<file path="src/rtl/gpu_cmd_packer_if.sv">
// Handshake bundle between the byte source, gpu_cmd_packer and the GPU
// command port. The packer uses the master view and its environment the slave view.
interface gpu_cmd_packer_if #(
    parameter int DEPTH = 16
);
    localparam int CW = $clog2(DEPTH) + 1;

    logic          in_valid;
    logic [7:0]    in_data;
    logic          in_ready;
    logic          dv;
    logic [31:0]   din;
    logic          ready;
    logic [CW-1:0] fifo_count;
    logic [7:0]    drop_count;
    logic          busy;

    modport master (
        input  in_valid, in_data, ready,
        output in_ready, dv, din, fifo_count, drop_count, busy
    );

    modport slave (
        output in_valid, in_data, ready,
        input  in_ready, dv, din, fifo_count, drop_count, busy
    );
endinterface

</file>
<file path="src/rtl/gpu_cmd_packer.sv">
// Packs a byte stream big-endian into 32-bit GPU command words, queues them in a
// first-word-fall-through FIFO, and discards partial words that stall too long.
module gpu_cmd_packer #(
    parameter int DEPTH   = 16,
    parameter int TIMEOUT = 1024
) (
    input  logic             clk,
    input  logic             rst_n,
    gpu_cmd_packer_if.master bus
);
    localparam int AW = $clog2(DEPTH);
    localparam int CW = AW + 1;
    localparam int TW = (TIMEOUT > 1) ? $clog2(TIMEOUT) : 1;
    localparam bit TMO_EN = (TIMEOUT > 0);
    localparam logic [TW-1:0] TMO_LAST = TW'((TIMEOUT > 0) ? (TIMEOUT - 1) : 0);
    localparam logic [CW-1:0] FULL_LVL = CW'(DEPTH);

    logic [1:0]    byte_cnt_r;
    logic [23:0]   shift_r;
    logic [TW-1:0] tmo_cnt_r;
    logic [7:0]    drop_cnt_r;
    logic [AW-1:0] wr_ptr_r;
    logic [AW-1:0] rd_ptr_r;
    logic [CW-1:0] count_r;
    logic [31:0]   mem_r [DEPTH];

    logic        full_s;
    logic        ready_s;
    logic        accept_s;
    logic        push_s;
    logic        pop_s;
    logic        expire_s;
    logic        dv_s;
    logic [31:0] word_s;

    // The fourth byte is only blocked by a full FIFO; a same-cycle pop is ignored
    // so there is no combinational path from the GPU ready to in_ready.
    assign full_s   = (count_r == FULL_LVL);
    assign ready_s  = !((byte_cnt_r == 2'd3) && full_s);
    assign accept_s = bus.in_valid && ready_s;
    assign push_s   = accept_s && (byte_cnt_r == 2'd3);
    assign dv_s     = (count_r != {CW{1'b0}});
    assign pop_s    = dv_s && bus.ready;
    assign word_s   = {shift_r, bus.in_data};

    // An accepted byte in the expiry cycle wins over the discard.
    assign expire_s = TMO_EN && (byte_cnt_r != 2'd0) && !accept_s
                      && (tmo_cnt_r == TMO_LAST);

    // Packing state, stall timer, drop statistics and FIFO pointers.
    always_ff @(posedge clk) begin
        if (!rst_n) begin
            byte_cnt_r <= 2'd0;
            shift_r    <= 24'd0;
            tmo_cnt_r  <= {TW{1'b0}};
            drop_cnt_r <= 8'd0;
            wr_ptr_r   <= {AW{1'b0}};
            rd_ptr_r   <= {AW{1'b0}};
            count_r    <= {CW{1'b0}};
        end else begin
            if (accept_s) begin
                byte_cnt_r <= byte_cnt_r + 2'd1;
                shift_r    <= push_s ? 24'd0 : {shift_r[15:0], bus.in_data};
            end else if (expire_s) begin
                byte_cnt_r <= 2'd0;
                shift_r    <= 24'd0;
            end else begin
                byte_cnt_r <= byte_cnt_r;
                shift_r    <= shift_r;
            end

            if (accept_s || expire_s || (byte_cnt_r == 2'd0) || !TMO_EN) begin
                tmo_cnt_r <= {TW{1'b0}};
            end else begin
                tmo_cnt_r <= tmo_cnt_r + TW'(1);
            end

            if (expire_s && (drop_cnt_r != 8'hFF)) begin
                drop_cnt_r <= drop_cnt_r + 8'd1;
            end else begin
                drop_cnt_r <= drop_cnt_r;
            end

            // Power-of-two depth lets the pointers wrap naturally.
            if (push_s) begin
                wr_ptr_r <= wr_ptr_r + AW'(1);
            end else begin
                wr_ptr_r <= wr_ptr_r;
            end

            if (pop_s) begin
                rd_ptr_r <= rd_ptr_r + AW'(1);
            end else begin
                rd_ptr_r <= rd_ptr_r;
            end

            case ({push_s, pop_s})
                2'b10:   count_r <= count_r + CW'(1);
                2'b01:   count_r <= count_r - CW'(1);
                default: count_r <= count_r;
            endcase
        end
    end

    // Word storage; left unreset because the head is masked while the FIFO is empty.
    always_ff @(posedge clk) begin
        if (push_s) begin
            mem_r[wr_ptr_r] <= word_s;
        end
    end

    assign bus.in_ready   = ready_s;
    assign bus.dv         = dv_s;
    assign bus.din        = dv_s ? mem_r[rd_ptr_r] : 32'd0;
    assign bus.fifo_count = count_r;
    assign bus.drop_count = drop_cnt_r;
    assign bus.busy       = (byte_cnt_r != 2'd0) || dv_s;
endmodule

</file>
<file path="src/flat_wrapper.sv">
// flat-port wrapper written by rule: the top's interface ports become plain ports
module gpu_cmd_packer_flat 
#(
    parameter int DEPTH   = 16,
    parameter int TIMEOUT = 1024
)
  (clk, rst_n, bus_in_valid, bus_in_data, bus_ready, bus_in_ready, bus_dv, bus_din, bus_fifo_count, bus_drop_count, bus_busy);
  gpu_cmd_packer_if #(.DEPTH(DEPTH)) bus_i ();
  input  logic clk;
  input  logic rst_n;
  input wire logic [$bits(bus_i.in_valid)-1:0] bus_in_valid;
  input wire logic [$bits(bus_i.in_data)-1:0] bus_in_data;
  input wire logic [$bits(bus_i.ready)-1:0] bus_ready;
  output wire logic [$bits(bus_i.in_ready)-1:0] bus_in_ready;
  output wire logic [$bits(bus_i.dv)-1:0] bus_dv;
  output wire logic [$bits(bus_i.din)-1:0] bus_din;
  output wire logic [$bits(bus_i.fifo_count)-1:0] bus_fifo_count;
  output wire logic [$bits(bus_i.drop_count)-1:0] bus_drop_count;
  output wire logic [$bits(bus_i.busy)-1:0] bus_busy;
  assign bus_i.in_valid = bus_in_valid;
  assign bus_i.in_data = bus_in_data;
  assign bus_i.ready = bus_ready;
  assign bus_in_ready = bus_i.in_ready;
  assign bus_dv = bus_i.dv;
  assign bus_din = bus_i.din;
  assign bus_fifo_count = bus_i.fifo_count;
  assign bus_drop_count = bus_i.drop_count;
  assign bus_busy = bus_i.busy;
  gpu_cmd_packer #(.DEPTH(DEPTH), .TIMEOUT(TIMEOUT)) u_core (.clk(clk), .rst_n(rst_n), .bus(bus_i));
endmodule
</file>
<file path="config.mk">
export PLATFORM = sky130hd
export DESIGN_NAME = gpu_cmd_packer_flat
export DESIGN_NICKNAME = d
export VERILOG_FILES = /design/src/rtl/gpu_cmd_packer_if.sv /design/src/rtl/gpu_cmd_packer.sv /design/src/flat_wrapper.sv
export SDC_FILE = /design/constraint.sdc
export NUM_CORES = 1
export LEC_CHECK = 0
export ABC_AREA = 1
export CAP_MARGIN = 20
export CORE_MARGIN = 8
export CORE_UTILIZATION = 40
export CTS_CLUSTER_DIAMETER = 200
export DETAILED_ROUTE_END_ITERATION = 8
export PLACE_DENSITY = 0.54
export SKIP_LAST_GASP = 1
export SYNTH_ARGS = -nofsm -noshare
export SYNTH_HDL_FRONTEND = slang
export SYNTH_SLANG_ARGS = --single-unit
</file>
<file path="constraint.sdc">
create_clock -name clk -period 4.4 [get_ports clk]
set_input_delay 0.88 -clock clk [delete_from_list [all_inputs] [get_ports clk]]
set_output_delay 0.88 -clock clk [all_outputs]
set_load 0.01 [all_outputs]
</file>
==> reports/metrics.cfg <==
[finish]
diodes = 0
areaGrowthSynthToFinish_pct = 15.20
multi_input_area_um2 = 6007
num-fill-cells = 5305
seqCellArea_um2 = 16610
layout-drive-gt1-share = 0.07625
final_util = 0.4645
finalNetCount = 2139

[floorplan]
die_w_um = 256.9
rows = 88
die_h_um = 256.9
core_area_um2 = 57590
start_util = 0.4032
die-area_um2 = 66020
io_pins = 60

[power_and_ir_drop]
max-vdd-ir-drop_uv = 354.3
power.density_nw_per_um2 = 570.5
leakage_uw = 0.009738

[sta]
relSlewSlack = 0.3667
tns_ns = 0
fmax_ghz = 0.2423
hold_viol = 0
setup_viol = 0
period_needed_ns = 4.127
maxSlewViolCount = 0
min_period_over_period = 0.9380
rsz0062_at_grt = false
tightest_slew_ns = 0.9500
fin_skew_ns = 0.02321

[global_routing]
grt_pass1_vias = 15070
grtUsageTotal = 0.1843
grt.overflow.total = 0
antenna_found_initial = 0
grt_pass1_wl_um = 94410
grt_max_degree = 129

[route]
vias_per_cell = 5.266
finalWirelength_um = 62130
drtIter0Drc = 1345
post_drt_wl_per_cell_um = 21.21
first_pass_iters = 7
antenna_left = 0
route.vias.total = 15430
route.detailed.drc = 0

[clocking]
post_cts_buffers = 0
clk_latency_ns = 0.62
numClockSinks = 573
clk_pin_slew_worst_paths_ns = 0.06
root_buffer = clkbuf_16
htree_levels = 2
post_cts_resize_count = 0
cts_tree = done
clockBufferDepth = 3
hold_buffers = 0
numCtsBuffers = 60

[run_status]
status = finished, final reports clean

[synthesis]
synth_edf_count = 512
avgSynthCellArea_um2 = 11.26
synthesis.area_um2 = 23220
ys_seq_area_frac = 0.7147
ys_ff_latch = 573
synth_top_area_cell = edfxtp_1
yosysWarnings = 0
netlist.area_leader.share = 0.6621
synthTopCellsByArea = edfxtp_1 (66%), nand2_1 (13%), nand3_1 (8.6%), dfxtp_1 (5.3%), a21oi_1 (0.95%)
syn_nets = 2087
async_flop_share = 0
synthFlopType = edfxtp_1
synthDistinctLibCells = 32
postSynthCellCount = 2062

[min_path]
hold_class = reg2reg

[placed_design]
portBuffers = 59
finalWeightedCongestion = 0.7602
place_hpwl_um = 32330

[worst_setup_path]
rrSetupSlack_ns = 1.61
startpoint_type = flip-flop
end_kind = primary output
crit_fanout = 47
worstSetupPathType = reg2out
critical_path_required_ns = 3.52
cp.arrival_ns = 3.25

[run]
maxCapViolCount = 0

logic make-up after synthesis:
| group | Yosys count | share of synthesized area |
|---|---|---|
| adders and majority gates | 13 | 0.007005 |
| buffers and inverters | 152 | 0.03179 |
| AOI/OAI and AO/OA | 57 | 0.01261 |
| and+or+nand+nor | 1253 | 0.2286 |
| xor gates and xnor gates | 14 | 0.005280 |
| DFF | 573 | 0.7147 |
worst max-delay path, stage by stage (launching register included):
cell             delay, ns
dfxtp_4               0.49
inv_6                 0.27
buf_4                 0.50
nand2_1               0.10
nand3_1               0.09
nand3_1               0.09
nand2_1               0.07
nand2_1               0.05
a21oi_1               0.33
clkdlybuf4s50_1       0.61
per-layer routing:
layer  up-vias  share of wire  global-route usage
met5         -              0                   0
met2       444           0.48              0.3067
met1      7679           0.44              0.2533
met3        83          0.056             0.02730
met4         0          0.019             0.04368
li1       7219              -                   -
final timing paths:
check / from / to / cells after the start
min: u_core.byte_cnt_r[1]$_SDFFE_PN0P_ / u_core.byte_cnt_r[1]$_SDFFE_PN0P_ / 2
max reg2reg: u_core.byte_cnt_r[0]$_SDFFE_PN0P_ / u_core.mem_r[9][3]$_DFFE_PP_ / 11
max: flip-flop / bus_din[31] / 9
min reg2reg: u_core.byte_cnt_r[1]$_SDFFE_PN0P_ / u_core.byte_cnt_r[1]$_SDFFE_PN0P_ / 2
synth_stat cells (all sizes together) (5+ instances only):
cell    number
nor3         5
nor2        59
nand3      400
edfxtp     512
buf         83
a21oi       44
ha          13
dfxtp       61
clkbuf      30
o21ai       10
nand2      781
inv         38
xor2        10
cells in the final DEF, fill, tap and decap left out, types with 3 or more instances in the layout:
cell type / instances
a21oi_1: 44
buf_12: 16
buf_4: 28
clkbuf_1: 23
clkbuf_16: 62
clkbuf_8: 14
clkdlybuf4s50_1: 59
clkinv_1: 7
clkinv_2: 5
dfxtp_1: 57
dfxtp_4: 3
edfxtp_1: 512
ha_1: 13
inv_1: 32
inv_2: 4
nand2_1: 777
nand3_1: 397
nand4_1: 4
nor2_1: 42
nor2_4: 15
nor3_1: 3
o21ai_0: 10
xnor2_1: 4
xor2_1: 10
area by class of cell:
type / instances / share of cell area
tap: 765 / 0.03578
sequential: 573 / 0.6209
multi-input combinational: 1337 / 0.2246
timing repair buffer: 103 / 0.04191
inverter: 39 / 0.005753
clock buffer: 99 / 0.06843
clock inverter: 13 / 0.002666
registers in the layout (all words and copies together), names as in the netlist, named ones only:
| register | cells |
|---|---|
| u_core.shift_r | 24 |
| u_core.wr_ptr_r | 4 |
| u_core.byte_cnt_r | 2 |
| u_core.bus.fifo_count | 5 |
| u_core.rd_ptr_r | 4 |
| u_core.bus.drop_count | 8 |
| u_core.mem_r | 512 |
| u_core.tmo_cnt_r | 10 |
power breakdown:
group,internal [µW],switching [µW],total [µW]
clock network,2810,2050,4870
logic,1500,2780,4290
registers,5960,152,6110
through the flow:
| stage | total power (µW) | std cells | hold slack [ns] | worst slack, ns | area [µm²] |
|---|---|---|---|---|---|
| detailed placement | 10570 | 2817 | 0.4659 | 0.8855 | 24850 |
| CTS | 15440 | 2929 | 0.4728 | 0.2140 | 26750 |
| global placement | 10550 | 2817 | 0.4535 | 0.8619 | 24850 |
| finish | 15260 | 2929 | 0.4688 | 0.2728 | 26750 |
| floorplan | 8910 | 2062 | 0.4408 | 0.5573 | 23220 |
| global route | 16040 | 2929 | 0.5302 | 0.09244 | 26750 |
(Power assumes the default switching activity.)
